==> src/rtl/seg_scan_decoder.sv <==
// rtl/seg_scan_decoder.sv - 7-segment scan bus decoder: frame assembly and BCD-to-binary conversion
// Samples the multiplexed display bus, rebuilds 4-digit frames and converts error-free frames to binary.
module seg_scan_decoder (
   input  logic        Dspl_Clk,
   input  logic        RESET,
   input  logic [3:0]  Actv_Sel,
   input  logic [6:0]  Dspl_Out,
   output logic [15:0] BCD_Out,
   output logic        Frame_Vld,
   output logic        Dec_Err,
   output logic        Scan_Err,
   output logic [15:0] Bin_Out,
   output logic        Bin_Vld
);

   typedef enum logic {IDLE, CONV} conv_state_e;

   logic [3:0]       Sel_q;
   logic [6:0]       Seg_q;
   logic [3:0][3:0]  dig_q, dig_d;
   logic [3:0]       seen_q, seen_d;
   logic [15:0]      bcd_q, bcd_d;
   logic             dec_err_q, dec_err_d;
   logic             frame_vld_q, frame_vld_d;
   logic             scan_err_q, scan_err_d;
   logic             frame_ok;

   conv_state_e      state_q;
   logic [1:0]       step_q;
   logic [15:0]      shadow_q;
   logic [13:0]      acc_q;
   logic [13:0]      acc_next;
   logic [15:0]      bin_q;
   logic             bin_vld_q;

   logic [3:0]       code;
   logic [3:0]       sel_n;
   logic             sel_ok;
   logic [1:0]       slot;
   logic [3:0]       step_dig;
   logic [3:0]       step_val;

   always_comb begin
      case (Seg_q)
         7'b0000001: code = 4'h0;
         7'b1001111: code = 4'h1;
         7'b0010010: code = 4'h2;
         7'b0000110: code = 4'h3;
         7'b1001100: code = 4'h4;
         7'b0100100: code = 4'h5;
         7'b0100000: code = 4'h6;
         7'b0001111: code = 4'h7;
         7'b0000000: code = 4'h8;
         7'b0000100: code = 4'h9;
         7'b1111111: code = 4'hA;
         7'b0110000: code = 4'hF;
         default:    code = 4'hE;
      endcase
   end

   // Select lines are active-low; a valid scan phase has exactly one low bit.
   assign sel_n  = ~Sel_q;
   assign sel_ok = (sel_n != 4'd0) && ((sel_n & (sel_n - 4'd1)) == 4'd0);

   always_comb begin
      case (sel_n)
         4'b0010: slot = 2'd1;
         4'b0100: slot = 2'd2;
         4'b1000: slot = 2'd3;
         default: slot = 2'd0;
      endcase
   end

   always_comb begin
      dig_d       = dig_q;
      seen_d      = seen_q;
      bcd_d       = bcd_q;
      dec_err_d   = dec_err_q;
      frame_vld_d = 1'b0;
      scan_err_d  = 1'b0;
      frame_ok    = 1'b0;
      if (sel_ok) begin
         dig_d[slot]  = code;
         seen_d[slot] = 1'b1;
         if ((slot == 2'd0) && (seen_d == 4'hF)) begin
            bcd_d     = dig_d;
            dec_err_d = 1'b0;
            for (int i = 0; i < 4; i++) begin
               if (dig_d[i][3:1] == 3'b111) dec_err_d = 1'b1;
            end
            frame_vld_d = 1'b1;
            seen_d      = 4'd0;
            frame_ok    = !dec_err_d;
         end
      end else begin
         seen_d     = 4'd0;
         scan_err_d = 1'b1;
      end
   end

   always_comb begin
      case (step_q)
         2'd0:    step_dig = shadow_q[15:12];
         2'd1:    step_dig = shadow_q[11:8];
         2'd2:    step_dig = shadow_q[7:4];
         default: step_dig = shadow_q[3:0];
      endcase
      step_val = (step_dig == 4'hA) ? 4'd0 : step_dig;
      acc_next = (acc_q << 3) + (acc_q << 1) + {10'd0, step_val};
   end

   always_ff @(posedge Dspl_Clk or posedge RESET) begin
      if (RESET) begin
         Sel_q       <= 4'hF;
         Seg_q       <= 7'h7F;
         dig_q       <= '0;
         seen_q      <= 4'd0;
         bcd_q       <= 16'd0;
         dec_err_q   <= 1'b0;
         frame_vld_q <= 1'b0;
         scan_err_q  <= 1'b0;
         state_q     <= IDLE;
         step_q      <= 2'd0;
         shadow_q    <= 16'd0;
         acc_q       <= 14'd0;
         bin_q       <= 16'd0;
         bin_vld_q   <= 1'b0;
      end else begin
         Sel_q       <= Actv_Sel;
         Seg_q       <= Dspl_Out;
         dig_q       <= dig_d;
         seen_q      <= seen_d;
         bcd_q       <= bcd_d;
         dec_err_q   <= dec_err_d;
         frame_vld_q <= frame_vld_d;
         scan_err_q  <= scan_err_d;
         bin_vld_q   <= 1'b0;
         if (state_q == CONV) begin
            if (step_q == 2'd3) begin
               bin_q     <= {2'b00, acc_next};
               bin_vld_q <= 1'b1;
               state_q   <= IDLE;
            end else begin
               acc_q  <= acc_next;
               step_q <= step_q + 2'd1;
            end
         end
         // A new good frame takes priority: restarts mid-conversion, or chains after step 3.
         if (frame_ok) begin
            shadow_q <= bcd_d;
            acc_q    <= 14'd0;
            step_q   <= 2'd0;
            state_q  <= CONV;
         end
      end
   end

   assign BCD_Out   = bcd_q;
   assign Dec_Err   = dec_err_q;
   assign Frame_Vld = frame_vld_q;
   assign Scan_Err  = scan_err_q;
   assign Bin_Out   = bin_q;
   assign Bin_Vld   = bin_vld_q;

endmodule

==> config.mk <==
export PLATFORM = sky130hd
export DESIGN_NAME = seg_scan_decoder
export DESIGN_NICKNAME = d
export VERILOG_FILES = /design/src/rtl/seg_scan_decoder.sv
export SDC_FILE = /design/constraint.sdc
export NUM_CORES = 1
export LEC_CHECK = 0
export ABC_AREA = 0
export CAP_MARGIN = 20
export CORE_MARGIN = 2
export CORE_UTILIZATION = 57
export DETAILED_ROUTE_END_ITERATION = 10
export DONT_BUFFER_PORTS = 1
export GPL_TIMING_DRIVEN = 1
export HOLD_SLACK_MARGIN = 0.1
export PLACE_DENSITY_LB_ADDON = 0.1
export SYNTH_ARGS = -nofsm -noshare
export SYNTH_HDL_FRONTEND = slang
export SYNTH_SLANG_ARGS = --single-unit
==> constraint.sdc <==
create_clock -name Dspl_Clk -period 3.4 [get_ports Dspl_Clk]
set_clock_uncertainty 0.2 [all_clocks]
set_input_delay 0.17 -clock Dspl_Clk [delete_from_list [all_inputs] [get_ports Dspl_Clk]]
set_output_delay 0.17 -clock Dspl_Clk [all_outputs]
set_load 0.05 [all_outputs]
# Word level (Yosys, flattened, before mapping)
# Cells that the tools add are included.
[word_totals] ff_bits=97 mem_bits_ro=0 elab_cells=98 latchBits=0 mem_bits_rw=0 n_memories=0
[op_classes] n_div=0 n_lt_le_gt_ge=2 reduce_logical=13 eq_ne=24 n_mux=35 n_shift=0 n_mul=0 n_addsub=4 n_bitwise=3
[op_table] operator="case mux 4 bit (12 select lines)" count=1
[op_table] operator="2-to-1 mux 13 bit" count=3
[op_table] operator="2-to-1 mux 16 bit" count=2
[op_table] operator="equality test 7 x 6 -> 1 bit (second input constant)" count=3
[op_table] operator="equality test 7 bit (second input constant)" count=3
[op_table] operator="2-to-1 mux 1 bit" count=17
[op_table] operator="bitwise mux 16 bit" count=1
[op_table] operator="2-to-1 mux 4 bit" count=4
[op_table] operator="adder 14 bit" count=1
[op_table] operator="adder 14 x 4 -> 14 bit" count=1
[op_table] operator="equality test 7 x 3 -> 1 bit (second input constant)" count=2
[op_table] operator="equality test 3 bit (second input constant)" count=4
[op_table] operator="equality test 4 bit (second input constant)" count=3
[op_table] operator="case mux 4 bit (3 select lines)" count=1
[op_table] operator="demux 4 bit (select 2 bit)" count=1
[op_table] operator="equality test 7 x 1 -> 1 bit (second input constant)" count=1
[op_table] operator="equality test 7 x 4 -> 1 bit (second input constant)" count=1
[op_table] operator="equality test 7 x 5 -> 1 bit (second input constant)" count=1
[op_table] operator="zero test 7 bit" count=1
[op_table] operator="2-to-1 mux 2 bit" count=3
[op_table] operator="case mux 2 bit (3 select lines)" count=1
[op_table] operator="AND reduction 2 bit" count=3
[op_table] operator="bitwise AND 4 bit" count=1
[op_table] operator="equality test 2 bit (second input constant)" count=2
[op_table] operator="other kinds (17)" count=20

# Depth between registers and ports, before layout
# Gate-level depths: netlist of run 1.
[depth] ltp_word=20 ltp_mapped=17 ltp_nobuf=17

# Worst setup path before layout of run 1
# OpenSTA, ideal clock, no wires.
[synth_path] kind="register to register" from="register step_q[0]" to="register bin_q[12], in the netlist Bin_Out[12]" synth_period_minus_slack_ns=3.629 t_arrival_ns=3.334 slack_ns=-0.229 path_stages_with_launch=16 setup_time_ns=0.095 cell_sequence="dfrtp_1 > inv_1 > ha_1 > a222oi_1 > a21oi_1 > nor2_1 > a21oi_1 > fa_1 > ha_1 > nor2b_1 > o31a_1 > o311a_1 > o211ai_1 > a21boi_0 > o21a_1 > o31ai_1"
[synth_between] elab_chain_cells=5 elab_cells_between_ends=9
[synth_rtl] element="start: declaration" line_no="29" rtl="logic [1:0] step_q;"
[synth_rtl] element="start signal: assignment" line_no="145" rtl="step_q <= step_q + 2'd1;"
[synth_rtl] element="equality test 2 bit, or another cell as far along" line_no="102" rtl="case (step_q)"
[synth_rtl] element="case mux 4 bit (3 select lines)" line_no="102"
[synth_rtl] element="equality test 4 bit" line_no="108" rtl="step_val = (step_dig == 4'hA) ? 4'd0 : step_dig;"
[synth_rtl] element="2-to-1 mux 4 bit" line_no="108"
[synth_rtl] element="adder 14 x 4 -> 14 bit" line_no="109" rtl="acc_next = (acc_q << 3) + (acc_q << 1) + {10'd0, step_val};"
[synth_rtl] element="end signal: assignment" line_no="140" rtl="bin_q <= {2'b00, acc_next};"
[synth_rtl] element="end: declaration" line_no="33" rtl="logic [15:0] bin_q;"
# Parallel ways exist; a longest one is shown, timed or not.
# A chain may end at the register's enable or synchronous reset.

# Worst setup path after layout of run 1
[layout_path] from="register step_q[0]" to="register acc_q[10]"
[layout_between] elab_chain_cells=8 elab_cells_between_ends=13
[layout_rtl] element="equality test 2 bit, or another cell as far along" line_no="102"
[layout_rtl] element="case mux 4 bit (3 select lines)" line_no="102"
[layout_rtl] element="equality test 4 bit" line_no="108"
[layout_rtl] element="2-to-1 mux 4 bit" line_no="108"
[layout_rtl] element="adder 14 x 4 -> 14 bit" line_no="109"
[layout_rtl] element="2-to-1 mux 13 bit" line_no="139" rtl="if (step_q == 2'd3) begin"
[layout_rtl] element="2-to-1 mux 13 bit" line_no="138" rtl="if (state_q == CONV) begin"
[layout_rtl] element="2-to-1 mux 13 bit" line_no="149" rtl="if (frame_ok) begin"
[layout_rtl] element="end signal: assignment" line_no="144" rtl="acc_q <= acc_next;"
[layout_rtl] element="end: declaration" line_no="31" rtl="logic [13:0] acc_q;"
# Parallel ways exist; a longest one is shown, timed or not. The select of a mux whose other input is x is not followed.

==> results of run 1 <==
timing repair:
action	4_1_cts	5_1_grt
resized for setup	3	26
setup buffers	0	3
endpoints found under the hold margin	55	0
setup endpoints to repair	15	18
pin swaps	6	21
hold buffers	12	0
how the worst min path moves through the flow:
stage	depth (start not counted)	startpoint	slack [ns]	endpoint
global route	1	Actv_Sel[3]	0.11	Sel_q[3]
detailed placement	0	Actv_Sel[0]	-0.03	Sel_q[0]
CTS	1	Actv_Sel[1]	0.11	Sel_q[1]
global placement	0	Actv_Sel[3]	-0.03	Sel_q[3]
floorplan	0	Dspl_Out[0]	-0.03	Seg_q[0]
finish	1	Actv_Sel[1]	0.13	Sel_q[1]
worst max-delay path, stage by stage, from the launching register on:
cell,delay [ns]
dfrtp_1,0.41
inv_2,0.08
ha_4,0.17
a222oi_1,0.42
a21oi_2,0.13
nor2_1,0.13
a21oi_2,0.08
fa_2,0.49
inv_2,0.07
fa_2,0.20
nor2b_2,0.05
o31a_1,0.27
o311a_1,0.37
o21a_1,0.19
nor3_1,0.26
o31ai_2,0.09
and2_1,0.17
registers in the layout, summed over array words and instances, names as in the netlist:
signal	count
BCD_Out	16
Bin_Out	14
Bin_Vld	1
Dec_Err	1
Frame_Vld	1
Scan_Err	1
Seg_q	7
Sel_q	4
acc_q	13
dig_q	12
seen_q	3
shadow_q	16
state_q	1
step_q	2
kinds of logic after synthesis:
family	after synthesis	share of synthesized area
muxes	34	0.09125
xor gates and xnor gates	10	0.01896
AOI/OAI and AO/OA	96	0.1330
and+or+nand+nor	126	0.1365
other	1	0.0008116
DFF	92	0.5012
adders and majority gates	28	0.07907
buffers and inverters	34	0.03926
stage by stage:
step | area (um2) | util
after floorplan | 4649 | -
after global placement | 4860 | 0.6224
after detailed placement | 4860 | 0.6224
after CTS | 5204 | 0.6665
after global routing | 5344 | 0.6845
final | 5344 | 0.6845
area by class of cell:
type,count,area [um2]
Timing Repair Buffer,44,360.3
Inverter,12,46.29
Sequential cell,92,2317
Clock inverter,7,93.84
Multi-Input combinational cell,296,2275
Clock buffer,9,123.9
Tap cell,102,127.6
Fill cell,607,2464
layer usage:
layer / up-vias / GRT usage / wire [um]
li1: 1551 / - / -
met5: - / 0 / 0
met2: 57 / 0.3399 / 4395
met3: 6 / 0.06180 / 378
met1: 1583 / 0.3475 / 4798
met4: 0 / 0.06280 / 62
where the power goes:
| part | leakage (nW) | internal [mW] | switching, mW | total (mW) |
|---|---|---|---|---|
| sequential | 1.21 | 1.13 | 0.0326 | 1.17 |
| clock | 0.107 | 0.360 | 0.439 | 0.800 |
| combinational | 1.29 | 0.0366 | 0.0650 | 0.102 |
| total | 2.61 | 1.53 | 0.537 | 2.07 |
cells in the final DEF (no fill, tap or decap), drive strengths merged, types with 4 or more instances in the layout:
master       instances
buf                 32
nor2b                4
dfstp               11
nor3b                7
mux2i               11
nand4b               6
nor3                 9
a222oi               4
ha                  26
inv                 12
xnor2                8
clkbuf               9
dlygate4sd3         12
nor2                39
mux2                23
nand2               41
o21ai               35
dfrtp               81
o21a                 9
a21oi               27
clkinv               5
==> results.md, run 1 <==
- Total iterations of the first detailed-routing run: 4
- Worst slew pin tran: between 0.8 and 0.9 ns
- DR vias/cell: roughly 5.7
- Library cells used by synthesis: 56
- Final hold violations: 0
- Critical Path AT: between 3 and 4 ns
- Filler-free cell count of the finished design: 562
- # DRC: 0
- Crit path capture: acc_q[10]
- Setup TNS: -3.751 ns
- DRT antenna net count: 0
- Layout cells sized above 1: 0.2630
- Pwr dens: 387.0 nW/um2
- Synth Flop Type: dfrtp_1
- Avg WL per Cell: roughly 17 um
- Count of pins over their slew limit: 0
- Die Y: 94.04 um
- Syn Inst Count: 421
- DP HPWL: 6676 um
- Max_cap viols: 0
- Number of synthesized flops with an enable pin: 0
- FF-to-FF setup slack: -0.49 ns
- Hold Slack: 0.1290 ns
- IO Pins: 49
- R2R depth: 16
- Cts bufs inserted: 9
- RSZ-0062 raised after global routing: true
- Worst setup margin: -0.4857 ns
- Final setup vio count: 14
- Core Area: 7807 um2
- First-pass GRT wire length: about 16000 um
- Syn-to-layout area delta: 15.65%
- Synth Cell Area: 4621 um2
- YS warnings: 0
- Worst hold-check path type: input pin to flop
- Leak Pwr: 2.612 nW
- WL final: 9634 um
- Fin crit period: 3.886 ns
- Share of the synthesized area in the top cell type: 0.4387
- Root buf cell: clkbuf_8
- Synth area leaders: dfrtp_1, ha_1, dfstp_2
- Fmax: 257.4 MHz
- Status: finished with violations
- FF-to-FF End: acc_q[10]
- Via count: 3197
- Req. time, crit path: 3.46 ns
- Initial core utilization: 0.5918
- Critical path startpoint category: flop
- Starting DRC count in detailed routing: 131
- Worst Setup End Kind: flop
- Die width: 94.04 um
- GRT Overall Usage: 0.2337
- Power Total: 2.068 mW
- Peak supply drop: between 0.2 and 0.25 mV
- CP Class: flop to flop
- CTS tree: done
- Placer congestion estimate: 0.8638
- Nets: about 500
- Vias in the first global route: about 3200
- Reg2Reg Launch Point: step_q[0]
- Syn_area_per_cell: 10.98 um2
- Asr flop ratio synth: 1.000
- Largest net degree at the start of global routing: 47
- Synth top cells by count: dfrtp_1, nand2_1, nor2_1
- GR Overflow Total: 0
- Initial antenna violation count: 0
- Num Clock Sinks: 92
- Yosys top cell by area: dfrtp_1
- Diodes inserted: 0
- Critical path peak fanout: 3
- Failing checks: negative setup slack
- Critical Path Start: step_q[0]
- Die area: 8843 um2
- Yosys reg bits: between 90 and 100
- Post-synthesis sequential area ratio: 0.5012
- Count leader, synth: dfrtp_1
- Port Buf Inserts: 0
- CTS H-Tree Depth: 3
- Fraction of the cycle the final worst path needs: 1.143
- Dpl ws: -0.3929 ns
- # rows: 32
- Max clock buf depth: 2
- Slew headroom: 0.4455
- Insertion delay to the later sink of the worst-skew pair: between 0.3 and 0.4 ns
- Placed Cells: 531
- Clock transition at path regs: 0.10 ns
Note: power is estimated with default switching activity, not from simulation.
==> inputs of run 2 (changes only) <==
--- a/config.mk
+++ b/config.mk
@@ -5,10 +5,12 @@
 export SDC_FILE = /design/constraint.sdc
 export NUM_CORES = 1
 export LEC_CHECK = 0
-export ABC_AREA = 0
-export CAP_MARGIN = 20
+export ABC_AREA = 1
+export CAP_MARGIN = 10
+export CELL_PAD_IN_SITES_DETAIL_PLACEMENT = 1
+export CELL_PAD_IN_SITES_GLOBAL_PLACEMENT = 2
 export CORE_MARGIN = 2
-export CORE_UTILIZATION = 57
+export CORE_UTILIZATION = 35
 export DETAILED_ROUTE_END_ITERATION = 10
 export DONT_BUFFER_PORTS = 1
 export GPL_TIMING_DRIVEN = 1
==> run 2 against run 1 <==
The flow still finishes with violations (negative setup slack). Combinational power increased by 69%. Clock-buffer cell count increased by 1. Clock power increased by 36%. Non-clock buffer count increased by 2. Routed wire length increased by 32%. Synthesized cell count increased by 32%. Critical path type unchanged. Critical endpoint is now Bin_Out[10].
==> results.md, run 2 <==
- Synth area leaders: dfrtp_1, nand2_1, ha_1
- Buffers and inverters on the worst path: 5
- Largest family of logic cells by synthesized area: simple AND/OR/NAND/NOR gates
- Total iterations of the first detailed-routing run: 4
- Fmax: just under 300 MHz
- Crit-path leading delay family: adder cells
- Post-Synth Adder-Cell Area: 0.07493
- Critical Path AT: approximately 3.6 ns
- CP max stage delay: 0.57 ns
- Number of synthesized flops with an enable pin: 0
- Die area: between 10000 and 15000 um2
- Area after DPL: 5169 um2
- Fin crit period: 3.468 ns
- Asr flop ratio synth: 1.000
- Pwr dens: approximately 420 nW/um2
- Req. time, crit path: 3.49 ns
- Post-Synth XOR/XNOR Area: 0.01976
- YS warnings: 0
- Placer congestion estimate: 0.8112
- Critical path startpoint category: flop
- First-pass GRT wire length: 20980 um
- Die width: 122.0 um
- Die Y: 122.0 um
- Failing checks: negative setup slack
- Worst Setup End Kind: flop
- Max clock buf depth: 2
- Initial antenna violation count: 0
- Critical path's most frequent cell: nand2_1
- DR vias/cell: about 5
- Syn Inst Count: 554
- Count leader, synth: nand2_1
- Num Clock Sinks: 96
- Clock transition at path regs: 0.07 ns
- FF-to-FF setup slack: -0.07 ns
- Insertion delay to the later sink of the worst-skew pair: 0.36 ns
- Synth top cells by count: nand2_1, dfrtp_1, inv_1
- Library cells used by synthesis: 41
- Post-synthesis sequential area ratio: 0.4955
- IO Pins: 49
- Yosys top cell by area: dfrtp_1
- Synth Area in Compound Gates: 0.08879
- Grt peak-use layer: met2
- Diodes inserted: 0
- Worst slew pin tran: 0.6698 ns
- Syn-to-layout area delta: 21.63%
- Max_cap viols: 0
- Synth Cell Area: 4876 um2
- RSZ-0062 raised after global routing: true
- Leak Pwr: 2.995 nW
- Final setup vio count: 3
- DP HPWL: 9229 um
- Fraction of the cycle the final worst path needs: 1.020
- Power Total: 2.470 mW
- Largest net degree at the start of global routing: 53
- Final hold violations: 0
- Port Buf Inserts: 0
- Nets: 638
- DRT antenna net count: 0
- GR Util met2: 0.2982
- Synth Flop Type: dfrtp_1
- Initial core utilization: 0.3554
- Cts bufs inserted: 9
- # rows: 43
- Commonest cells after routing, fill and taps aside: nand2_1, dfrtp_1, inv_1
- GR Util met1: 0.2393
- CTS tree: done
- Simple-gate share of the synthesized area: 0.2510
- Count of pins over their slew limit: 0
- Worst setup margin: -0.06753 ns
- Peak supply drop: 0.2668 mV
- Status: finished with violations
- Final Cell Area: just under 6000 um2
- Share of the synthesized area in the top cell type: 0.4362
- Critical path peak fanout: 4
- Most common cell after layout, fill and taps aside: nand2_1
- # DRC: 0
- Vias in the first global route: 4039
- Starting DRC count in detailed routing: 145
- Avg WL per Cell: 16.29 um
- Slew headroom: 0.5487
- Worst path cell trace: buf_6 > ha_4 > a22o_1 > o22ai_2 > buf_4 > buf_4 > nor2_2 > fa_2 > inv_2 > fa_2 > inv_2 > a21o_1 > nand2_1 > nand2_1 > a21oi_2 > xor2_1 > nand2_1 > nand2_1
- Layout cells sized above 1: 0.2193
- Root buf cell: clkbuf_16
- GRT Overall Usage: 0.1851
- Slowest stage cell, crit path: fa_2
- Syn_area_per_cell: between 8 and 9 um2
- GR Overflow Total: 0
- Core Area: around 14000 um2
- CP Class: flop to flop
- Yosys reg bits: 96
- Post-synthesis mux area share: 0
- WL final: between 10000 and 15000 um
- CTS H-Tree Depth: 3
- Via count: 3816
- Worst hold-check path type: input pin to flop
- Met3 usage: 0.05384
## run 2: cell count changes in the layout (fill, tap and decap cells not counted), moves of 8 or more
cell / previous run / this run
nor2_1: 39 / 27
clkbuf_16: 0 / 9
o21ai_0: 33 / 18
mux2_4: 15 / 0
clkbuf_8: 9 / 1
mux2i_1: 11 / 0
inv_1: 4 / 48
nand3_1: 3 / 46
mux2_2: 8 / 0
o21ai_1: 0 / 19
a21oi_1: 22 / 7
nand2_1: 41 / 154
## run 2: report_power, final
part	internal [mW]	switching, mW
Combinational	0.0544	0.118
Sequential	1.19	0.0242
Clock	0.603	0.486
## run 2: what timing repair did
item	4_1_cts	5_1_grt
gates cloned	0	0
gates resized for setup	37	16
setup endpoints to repair	14	17
pin swaps	24	22
setup buffers	11	3
hold endpoints to repair	61	0
hold buffers	12	0
## run 2: final cells by class
| cell class | instances | area, um2 |
|---|---|---|
| Tap cell | 180 | 225.2 |
| Multi-Input combinational cell | 383 | 2346 |
| Clock inverter | 6 | 75.07 |
| Clock buffer | 10 | 239.0 |
| Fill cell | 1623 | 7789 |
| Sequential cell | 96 | 2417 |
| Timing Repair Buffer | 46 | 391.6 |
| Inverter | 61 | 236.5 |
## run 2: cell families after synthesis
kind of cell	after synthesis
buffers and inverters	76
DFF	96
xor gates and xnor gates	11
other	1
AOI/OAI and AO/OA	75
and+or+nand+nor	267
adders and majority gates	28
## run 2: per-layer routing
metal | part of all wire | vias to the layer above
met5 | 0 | -
met4 | 0.014 | 0
met3 | 0.041 | 12
met2 | 0.47 | 47
met1 | 0.48 | 1893
li1 | - | 1864
## run 2: per-stage QoR
step / setup WS [ns] / setup TNS [ns] / hold slack, ns / cells / utilization
detailed placement: -0.2561 / -1.725 / -0.02547 / 741 / 0.3767
global route: -0.2649 / -1.790 / 0.1318 / 782 / 0.4323
floorplan: 0.02035 / 0 / -0.02552 / 555 / -
CTS: -0.07964 / -0.3537 / 0.1343 / 780 / 0.4256
finish: -0.06753 / -0.1486 / 0.1465 / 782 / 0.4323
global placement: -0.1439 / -0.7023 / -0.02546 / 741 / 0.3767
## run 2: worst reg2reg max path: stages, from the launching register on
cell	delay, ns
dfrtp_1	0.41
buf_6	0.14
ha_4	0.16
a22o_1	0.21
o22ai_2	0.20
buf_4	0.15
buf_4	0.09
nor2_2	0.04
fa_2	0.57
inv_2	0.05
fa_2	0.40
inv_2	0.07
a21o_1	0.13
nand2_1	0.06
nand2_1	0.09
a21oi_2	0.06
xor2_1	0.19
nand2_1	0.10
nand2_1	0.07
## run 2: worst paths after layout
check	start	end	cells after the start
min	Actv_Sel[2]	Sel_q[2]	1
min in group asynchronous	RESET	step_q[1]	2
max reg2reg	step_q[0]	Bin_Out[10]	18
max in group asynchronous	RESET	Seg_q[1]	3
min reg2reg	dig_q[1]	dig_q[1]	2
max	step_q[0]	Bin_Out[10]	18
==> inputs of run 3 (changes only) <==
--- a/config.mk
+++ b/config.mk
@@ -16,6 +16,7 @@
 export GPL_TIMING_DRIVEN = 1
 export HOLD_SLACK_MARGIN = 0.1
 export PLACE_DENSITY_LB_ADDON = 0.1
+export SKIP_CTS_REPAIR_TIMING = 1
 export SYNTH_ARGS = -nofsm -noshare
 export SYNTH_HDL_FRONTEND = slang
 export SYNTH_SLANG_ARGS = --single-unit
==> run 3 against run 2 <==
The run still ends with negative setup slack left. First-iteration DRC count grew 0.69%. Final area shrank 1.1%. Sequential share of layout area grew 0.49 points. Hold slack is essentially flat. Non-clock buffer count shrank 4. Flip-flop and latch count is the same. Critical path depth shrank 2. Clock-buffer cell count is the same. Sequential power is essentially flat. Global-route usage shrank 0.67 points.
==> results.md, run 3 (same netlist as run 2, synthesis figures left out) <==
- Num Clock Sinks: 96
- Buffers and inverters on the worst path: 1
- GRT Overall Usage: 0.1783
- Met3 usage: 0.05384
- Insertion delay to the later sink of the worst-skew pair: 0.36 ns
- Worst setup margin: -0.1880 ns
- Most common cell after layout, fill and taps aside: nand2_1
- CTS H-Tree Depth: 3
- Worst slew pin tran: 0.6811 ns
- Total iterations of the first detailed-routing run: 4
- Via count: 3761
- Clock transition at path regs: 0.07 ns
- Core Area: 13720 um2
- Critical path peak fanout: 4
- Final setup vio count: 13
- IO Pins: 49
- Critical path startpoint category: flop
- Diodes inserted: 0
- Largest net degree at the start of global routing: 53
- Root buf cell: clkbuf_16
- # DRC: 0
- Leak Pwr: 2.970 nW
- Commonest cells after routing, fill and taps aside: nand2_1, dfrtp_1, inv_1
- Worst Setup End Kind: flop
- GR Util met1: 0.2353
- WL final: 12600 um
- Vias in the first global route: ~3900
- DR vias/cell: 4.834
- Fraction of the cycle the final worst path needs: 1.055
- GR Util met2: 0.2818
- Count of pins over their slew limit: 0
- First-pass GRT wire length: between 20000 and 25000 um
- Initial core utilization: 0.3554
- Slowest stage cell, crit path: fa_2
- Critical path's most frequent cell: ha_4
- Fmax: about 280 MHz
- Grt peak-use layer: met2
- Max clock buf depth: 2
- Layout cells sized above 1: 0.2057
- DP HPWL: 9229 um
- Crit-path leading delay family: adder cells
- RSZ-0062 raised after global routing: true
- Status: finished with violations
- CTS tree: done
- Req. time, crit path: 3.49 ns
- Cts bufs inserted: 9
- Fin crit period: 3.588 ns
- GR Overflow Total: 0
- Die Y: 122.0 um
- Slew headroom: 0.5448
- Placer congestion estimate: 0.8112
- Syn-to-layout area delta: 20.25%
- DRT antenna net count: 0
- Die area: 14890 um2
- Placed Cells: 741
- Worst path cell trace: inv_4 > ha_4 > a21oi_2 > a32oi_2 > nor4_2 > nor2_1 > fa_2 > ha_4 > nand3_2 > nand2_2 > a21boi_2 > o21ai_2 > a31oi_1 > xor2_1 > nand3_1 > nand2_1
- Starting DRC count in detailed routing: 146
- Failing checks: negative setup slack
- Power Total: about 2.5 mW
- Setup TNS: -1.294 ns
- Port Buf Inserts: 0
- Pwr dens: 420.5 nW/um2
- Worst hold-check path type: input pin to flop
- Nets: roughly 630
- Critical Path AT: 3.68 ns
- Initial antenna violation count: 0
- Avg WL per Cell: 16.19 um
- CP Class: flop to flop
- Die width: between 100 and 150 um
- Peak supply drop: 0.2747 mV
- CP max stage delay: 0.63 ns
- Dpl ws: -0.2561 ns
- Max_cap viols: 0
- Final hold violations: 0
- Filler-free cell count of the finished design: 778
- # rows: 43
[run 3: path summary, 6_finish.rpt]
kind	start	end	slack (ns)	cells after the start
hold / removal	Actv_Sel[2]	Sel_q[2]	0.15	1
setup / recovery	step_q[1]	acc_q[11]	-0.19	16
min in group asynchronous	RESET	acc_q[4]	0.20	2
max in group asynchronous	RESET	Seg_q[1]	1.93	3
hold reg to reg	dig_q[1]	dig_q[1]	0.29	2
setup reg to reg	step_q[1]	acc_q[11]	-0.19	16
[run 3: area by class of cell]
cell class              count  area [um2]
multi-input cells         383        2307
fillers                  1622        7856
clock inverters             6       75.07
inverters                  61       240.2
repair buffers             42       357.8
flip-flops and latches     96        2419
clock buffers              10       239.0
well taps                 180       225.2
[run 3: power by group]
group	total (mW)	switching [mW]	internal [mW]
sequential	1.21	0.0250	1.19
combinational	0.169	0.116	0.0533
clock	1.09	0.483	0.603
[run 3: metal layers]
layer  share of wire  wire length, um
met2            0.47             5922
met1            0.48             6005
met4           0.015              188
met5               0                0
met3           0.038              480
[run 3: worst reg2reg max path: cells and delay by family (launching register included)]
family | cells | cell delay, ns
simple gates | 6 | 0.80
buf+inv | 1 | 0.07
compound gates | 5 | 0.77
flops | 1 | 0.47
xor+xnor | 1 | 0.20
fa+ha+maj | 3 | 1.01
[run 3: per-stage QoR]
| step | util | cell area [um2] | hold WS [ns] |
|---|---|---|---|
| final | 0.4274 | 5863 | 0.1468 |
| after global placement | 0.3767 | 5169 | -0.02546 |
| after floorplan | - | 4880 | -0.02552 |
| after CTS | 0.3996 | 5483 | -0.4142 |
| after detailed placement | 0.3767 | 5169 | -0.02547 |
| after global routing | 0.4274 | 5863 | 0.1344 |
